<file path="src/rtl/hnoc_pkg.sv">
// Shared definitions for HNoC processing-element traffic generation and checking:
// flit field layout, LFSR polynomial/seed, generator state encoding and
// small pure helpers that both the transmit and receive sides rely on.
package hnoc_pkg;

   // Flit layout: [31:30] dst, [29:28] src, [27:16] seq, [15:0] payload
   localparam int FLIT_W    = 32;
   localparam int FIELD_W   = 2;
   localparam int DST_LSB   = 30;
   localparam int SRC_LSB   = 28;
   localparam int SEQ_LSB   = 16;
   localparam int SEQ_W     = 12;
   localparam int PAYLOAD_W = 16;

   // x^16 + x^14 + x^13 + x^11 + 1 -> feedback from bits 15, 13, 12, 10
   localparam logic [15:0] LFSR_TAPS         = 16'hB400;
   localparam logic [15:0] LFSR_DEFAULT_SEED = 16'hACE1;

   typedef enum logic [1:0] {
      ST_IDLE = 2'd0,
      ST_SEND = 2'd1,
      ST_WAIT = 2'd2,
      ST_DONE = 2'd3
   } gen_state_e;

   // One Fibonacci step: shift toward the MSB, parity of the tapped bits enters bit 0.
   function automatic logic [15:0] lfsr_next(input logic [15:0] state);
      return {state[14:0], ^(state & LFSR_TAPS)};
   endfunction

   // Destination from the low LFSR bits, folded onto the PE count; a PE never
   // targets itself, so a self-hit is pushed to the next address round-robin.
   function automatic logic [FIELD_W-1:0] pick_dst(
      input logic [FIELD_W-1:0] lfsr_low,
      input logic [FIELD_W-1:0] src,
      input logic [FIELD_W-1:0] pe_mask
   );
      logic [FIELD_W-1:0] dst;
      dst = lfsr_low & pe_mask;
      if (dst == src) begin
         dst = (src + 2'd1) & pe_mask;
      end
      return dst;
   endfunction

   // Assemble a flit from its fields.
   function automatic logic [FLIT_W-1:0] pack_flit(
      input logic [FIELD_W-1:0]   dst,
      input logic [FIELD_W-1:0]   src,
      input logic [SEQ_W-1:0]     seq,
      input logic [PAYLOAD_W-1:0] payload
   );
      logic [FLIT_W-1:0] flit;
      flit = '0;
      flit[DST_LSB +: FIELD_W]  = dst;
      flit[SRC_LSB +: FIELD_W]  = src;
      flit[SEQ_LSB +: SEQ_W]    = seq;
      flit[0 +: PAYLOAD_W]      = payload;
      return flit;
   endfunction

endpackage

</file>
<file path="src/rtl/pe_traffic_gen_lfsr16.sv">
// 16-bit Fibonacci LFSR that advances only when asked. Shared by the packet
// generator and the receive-side checker so both walk the same payload sequence.
module lfsr16
   import hnoc_pkg::*;
#(
   parameter logic [15:0] SEED = LFSR_DEFAULT_SEED
) (
   input  logic        clk,
   input  logic        rst,
   input  logic        i_step,
   output logic [15:0] o_state
);

   // An all-zero state would lock the register up, so a zero seed falls back to the default.
   localparam logic [15:0] SEED_EFF = (SEED == 16'h0000) ? LFSR_DEFAULT_SEED : SEED;

   logic [15:0] state_reg;

   // Hold the state until a step request, restart from the seed on reset.
   always_ff @(posedge clk) begin
      if (rst) begin
         state_reg <= SEED_EFF;
      end else if (i_step) begin
         state_reg <= lfsr_next(state_reg);
      end
   end

   assign o_state = state_reg;

endmodule

</file>
<file path="src/rtl/pe_traffic_gen.sv">
// Single-flit packet generator for one HNoC PE port. Emits self-describing flits
// (dst, src, seq, LFSR payload) under a valid/ready handshake, with an optional
// packet limit and inter-packet gap. All outputs come straight from registers.
module pe_traffic_gen
   import hnoc_pkg::*;
#(
   parameter int          ADDRESS   = 0,
   parameter int          NUM_PES   = 4,
   parameter int          PKT_LIMIT = 16,
   parameter int          GAP       = 0,
   parameter logic [15:0] LFSR_SEED = 16'hACE1
) (
   input  logic        clk,
   input  logic        rst,
   input  logic        i_enable,
   output logic [31:0] o_data,
   output logic        o_data_valid,
   input  logic        i_data_ready,
   output logic [31:0] o_sent_count,
   output logic        o_done
);

   localparam logic [FIELD_W-1:0] SRC      = FIELD_W'(ADDRESS);
   // NUM_PES is 2 or 4, so modulo reduces to a mask of the low address bits.
   localparam logic [FIELD_W-1:0] PE_MASK  = FIELD_W'(NUM_PES - 1);
   localparam logic [31:0]        LIMIT    = 32'(PKT_LIMIT);
   // WAIT counts down to zero, so it is loaded with one less than the gap length.
   localparam logic [31:0]        GAP_LOAD = (GAP > 0) ? 32'(GAP - 1) : 32'd0;

   gen_state_e          state_reg;
   gen_state_e          state_next;
   logic                valid_reg;
   logic                done_reg;
   logic [FLIT_W-1:0]   data_reg;
   logic [FLIT_W-1:0]   data_next;
   logic [31:0]         count_reg;
   logic [31:0]         count_next;
   logic [SEQ_W-1:0]    seq_reg;
   logic [SEQ_W-1:0]    seq_next;
   logic [31:0]         gap_cnt_reg;
   logic [31:0]         gap_cnt_next;
   logic [15:0]         lfsr_state;
   logic [15:0]         lfsr_after;
   logic                transfer;
   logic                limit_hit;

   // Payload source; steps exactly once per accepted flit.
   lfsr16 #(
      .SEED    (LFSR_SEED)
   ) u_lfsr (
      .clk     (clk),
      .rst     (rst),
      .i_step  (transfer),
      .o_state (lfsr_state)
   );

   // Handshake and the values the counters/LFSR will hold after this edge.
   always_comb begin
      transfer   = valid_reg && i_data_ready;
      count_next = count_reg + 32'(transfer);
      seq_next   = seq_reg + SEQ_W'(transfer);
      lfsr_after = transfer ? lfsr_next(lfsr_state) : lfsr_state;
      limit_hit  = (PKT_LIMIT != 0) && (count_next == LIMIT);
   end

   // Next-state logic; i_enable only matters in IDLE and when a gap expires.
   always_comb begin
      state_next   = state_reg;
      gap_cnt_next = gap_cnt_reg;
      case (state_reg)
         ST_IDLE: begin
            if (i_enable) begin
               state_next = ST_SEND;
            end
         end
         ST_SEND: begin
            if (transfer) begin
               if (limit_hit) begin
                  state_next = ST_DONE;
               end else if (GAP == 0) begin
                  state_next = ST_SEND;
               end else begin
                  state_next   = ST_WAIT;
                  gap_cnt_next = GAP_LOAD;
               end
            end
         end
         ST_WAIT: begin
            if (gap_cnt_reg == 32'd0) begin
               state_next = i_enable ? ST_SEND : ST_IDLE;
            end else begin
               gap_cnt_next = gap_cnt_reg - 32'd1;
            end
         end
         ST_DONE: begin
            state_next = ST_DONE;
         end
         default: begin
            state_next = ST_IDLE;
         end
      endcase
   end

   // The flit register is rebuilt whenever the next cycle presents a flit. While
   // back-pressured nothing advances, so the rebuilt value equals the held one.
   always_comb begin
      data_next = data_reg;
      if (state_next == ST_SEND) begin
         data_next = pack_flit(pick_dst(lfsr_after[FIELD_W-1:0], SRC, PE_MASK),
                               SRC, seq_next, lfsr_after);
      end
   end

   // FSM state register.
   always_ff @(posedge clk) begin
      if (rst) begin
         state_reg <= ST_IDLE;
      end else begin
         state_reg <= state_next;
      end
   end

   // Registered outputs, counters and gap timer.
   always_ff @(posedge clk) begin
      if (rst) begin
         valid_reg   <= 1'b0;
         done_reg    <= 1'b0;
         data_reg    <= '0;
         count_reg   <= 32'd0;
         seq_reg     <= '0;
         gap_cnt_reg <= 32'd0;
      end else begin
         valid_reg   <= (state_next == ST_SEND);
         done_reg    <= (state_next == ST_DONE);
         data_reg    <= data_next;
         count_reg   <= count_next;
         seq_reg     <= seq_next;
         gap_cnt_reg <= gap_cnt_next;
      end
   end

   assign o_data       = data_reg;
   assign o_data_valid = valid_reg;
   assign o_sent_count = count_reg;
   assign o_done       = done_reg;

endmodule

</file>
<file path="config.mk">
export PLATFORM = sky130hd
export DESIGN_NAME = pe_traffic_gen
export DESIGN_NICKNAME = d
export VERILOG_FILES = /design/src/rtl/hnoc_pkg.sv /design/src/rtl/pe_traffic_gen_lfsr16.sv /design/src/rtl/pe_traffic_gen.sv
export SDC_FILE = /design/constraint.sdc
export NUM_CORES = 1
export LEC_CHECK = 0
export CORE_ASPECT_RATIO = 1.75
export CORE_MARGIN = 3
export CORE_UTILIZATION = 45
export CTS_BUF_LIST = sky130_fd_sc_hd__clkbuf_2
export CTS_CLUSTER_SIZE = 14
export DETAILED_ROUTE_END_ITERATION = 10
export DONT_BUFFER_PORTS = 1
export MAX_ROUTING_LAYER = met4
export SETUP_SLACK_MARGIN = 0.15
export SYNTH_ARGS = -nofsm -noshare
export SYNTH_HDL_FRONTEND = slang
export SYNTH_SLANG_ARGS = --single-unit
</file>
<file path="constraint.sdc">
create_clock -name clk -period 5.1 [get_ports clk]
set_input_delay 1.02 -clock clk [delete_from_list [all_inputs] [get_ports clk]]
set_output_delay 1.02 -clock clk [all_outputs]
set_load 0.02 [all_outputs]
</file>
==> results_dict.tcl <==
set metrics [dict create \
    yosysUniqueCellTypes 53 \
    antenna_left 0 \
    synth_area_um2 5670 \
    fin_crit_sh_pct 79.4 \
    path_max_fanout 27 \
    coreArea_um2 12100 \
    routed_wirelength_um 13100 \
    grt_max_degree 126 \
    root_buffer "clkbuf_2" \
    antenna_found_initial 1 \
    cts_setup_buffers 0 \
    timing.hold.ws_ns 0.398 \
    worstPathArrival_ns 4.61 \
    fin_crit_ns 4.05 \
    io_pins 70 \
    hold_buffers 0 \
    switching_power_mw 0.464 \
    p_leak_nw 2.09 \
    drv_cap 0 \
    die_w_um 90.8 \
    hold_path_class "in -> reg" \
    track_usage_pct 19.7 \
    crit_start "o_data_valid$_SDFF_PP0_" \
    r2r-start "o_data_valid$_SDFF_PP0_" \
    report.final.slew_viol_count 0 \
    yosys.cell_count.top_type "dfxtp_1" \
    fin_area_um2 5920 \
    switching_share_pct 28.7 \
    fin_tns_setup_ns 0 \
    crit_family "simple AND/OR/NAND/NOR gates" \
    clk_latency_ns 0.68 \
    drive_above_1_share_pct 8.17 \
    ys_ff_latch 125 \
    clkPwrFrac_pct 33.2 \
    synth-edff-count 0 \
    rsz0062_at_grt "false" \
    seqCellArea_um2 2500 \
    drt_iter0_markers 258 \
    grt_pass1_wl_um 21800 \
    clock_sinks 125 \
    min_from "rst" \
    die_h_um 154 \
    clk_pin_slew_worst_paths_ns 0.22 \
    gp_congestion 0.902 \
    cts_resized 0 \
    placedCellCount 782 \
    p_int_mw 1.15 \
    cts_tree "done" \
    critPathBufInv 2 \
    post_dp_cell_area_um2 5710 \
    totalPowerFinal_mw 1.62 \
    crit_type "reg -> reg" \
    fin_nets 646 \
    grt_pass1_vias 4430 \
    powerDensity_nw_per_um2 273 \
    cts_htree_levels 4 \
    yosysSeqAreaShare_pct 44.2 \
    routed_via_density 5.62 \
    syn_inst 653 \
    required_ns 5.66 \
    yosys_warnings 0 \
    peakVddDrop_mv 0.119 \
    yosys.area.top_type "dfxtp_1" \
    numCtsBuffers 17 \
    vias 4580 \
    first_pass_iters 7 \
    async_flop_share_pct 0 \
    port_buffers 0 \
    maxSlewHeadroom_pct 32.5 \
    path_cells "nand2_1, inv_2, buf_4, ha_1, nand4_1, nor4_1, nand4_1, xor2_1, and4_1, and4_1, nor2_4, o21ai_0" \
    grt_overflow 0 \
    rows 53 \
    nFillCells 1179 \
    synth_top_area_share_pct 44.2 \
    wl_per_cell_um 16.1 \
    setup_viol 0 \
    seq_power_share_pct 63.5 \
    tightest_slew_ns 1.01 \
    syn_area_per_cell_um2 8.68 \
    fin_skew_ns 0.0321 \
    die-area_um2 14000 \
    multi_input_area_um2 2930 \
    syn_to_final_growth_pct 4.39 \
    hold_viol 0 \
    fmax_ghz 0.247 \
    cp-start-kind "flop" \
    dp_hpwl_um 9030 \
    status "complete, no violations" \
    cts_buffer_depth 2 \
    synthTopCellsByCount "125 x dfxtp_1, 74 x nor2_1, 42 x nand3_1, 41 x xnor2_1, 37 x nand2_1" \
    drc 0 \
    cp_slowest_cell "nor4_1" \
    slowest_delay_ns 0.78 \
    cp-end-kind "flop" \
    start_util_pct 46.7 \
    synth_ff_type "dfxtp_1" \
    final_cells 815 \
    synth_area_leaders "dfxtp_1 44%, xnor2_1 6.3%, nor2_1 4.9%, xor2_1 4.0%, nand3_1 3.7%" \
    comb_power_share_pct 3.4 \
]
==> cell families after synthesis <==
logic type	Yosys count	share of synthesized area (%)
simple gates	304	28.6
flops	125	44.2
compound gates	88	9.54
xor+xnor	67	10.4
buf+inv	52	4.22
mux	10	1.79
fa+ha+maj	6	1.32
other cells	1	0.0662
==> path summary, 6_finish.rpt <==
path / to / slack (ns) / cells past startpoint
worst min-delay path: o_sent_count[13]$_SDFF_PP0_ / 0.40 / 1
worst max register to register: o_data[18]$_SDFFE_PP0N_ / 1.05 / 12
worst max-delay path: o_data[18]$_SDFFE_PP0N_ / 1.05 / 12
worst min register to register: u_lfsr.o_state[4]$_SDFF_PP0_ / 0.49 / 2
==> layout make-up <==
class | count | area share, %
diodes | 1 | 0.0423
inverters | 10 | 0.634
flip-flops and latches | 125 | 42.3
repair buffers | 5 | 0.634
well taps | 165 | 3.49
multi-input cells | 477 | 49.5
clock buffers | 17 | 1.44
clock inverters | 15 | 1.95
==> power by group through the flow <==
stage / clock, mW / combinational (mW) / sequential (mW)
6_report: 0.537 / 0.0546 / 1.03
3_3_place_gp: 0 / 0.0541 / 1.05
3_5_place_dp: 0 / 0.0555 / 1.05
4_1_cts: 0.563 / 0.0557 / 1.03
5_1_grt: 0.601 / 0.0621 / 1.03
2_1_floorplan: 0 / 0.0637 / 1.04
==> metrics by stage <==
stage	setup slack (ns)	utilization (%)
after floorplan	0.859	-
after global placement	0.807	47.1
after detailed placement	0.614	47.1
after CTS	1.08	48.7
after global routing	0.688	48.8
final	1.05	48.8
==> worst register-to-register path: cells and delay by family (launching register included) <==
| kind | cells | cell delay, ns |
|---|---|---|
| buffers and inverters | 2 | 0.38 |
| flip-flops | 1 | 0.52 |
| AO/OA/AOI/OAI | 1 | 0.20 |
| XOR/XNOR | 1 | 0.20 |
| adder cells (fa/ha/maj) | 1 | 0.20 |
| AND/OR/NAND/NOR | 7 | 2.44 |
==> layer usage <==
metal	wire (um)	share of wire, %	GRT usage (%)
met5	0	0	-
met1	5190	40	20.0
met3	740	5.6	5.74
met4	439	3.3	10.0
met2	6730	51	34.3
==> cell usage in the layout (no fill, tap or decap), types with 3 or more instances in the layout <==
cell type	count
a211oi_1	11
a21oi_1	28
a31oi_1	4
and2_1	5
and3_1	13
and4_1	7
buf_4	5
clkbuf_2	17
clkinvlp_4	4
dfxtp_1	125
ha_1	6
inv_1	9
inv_6	5
mux2i_1	9
nand2_1	37
nand2b_1	31
nand3_1	42
nand4_1	17
nor2_1	74
nor2b_1	8
nor3_1	23
nor4_1	19
o21ai_0	23
o21ai_1	6
or3_1	9
or4_1	5
or4_4	3
xnor2_1	41
xor2_1	26
Note: power is estimated with default switching activity, not from simulation.
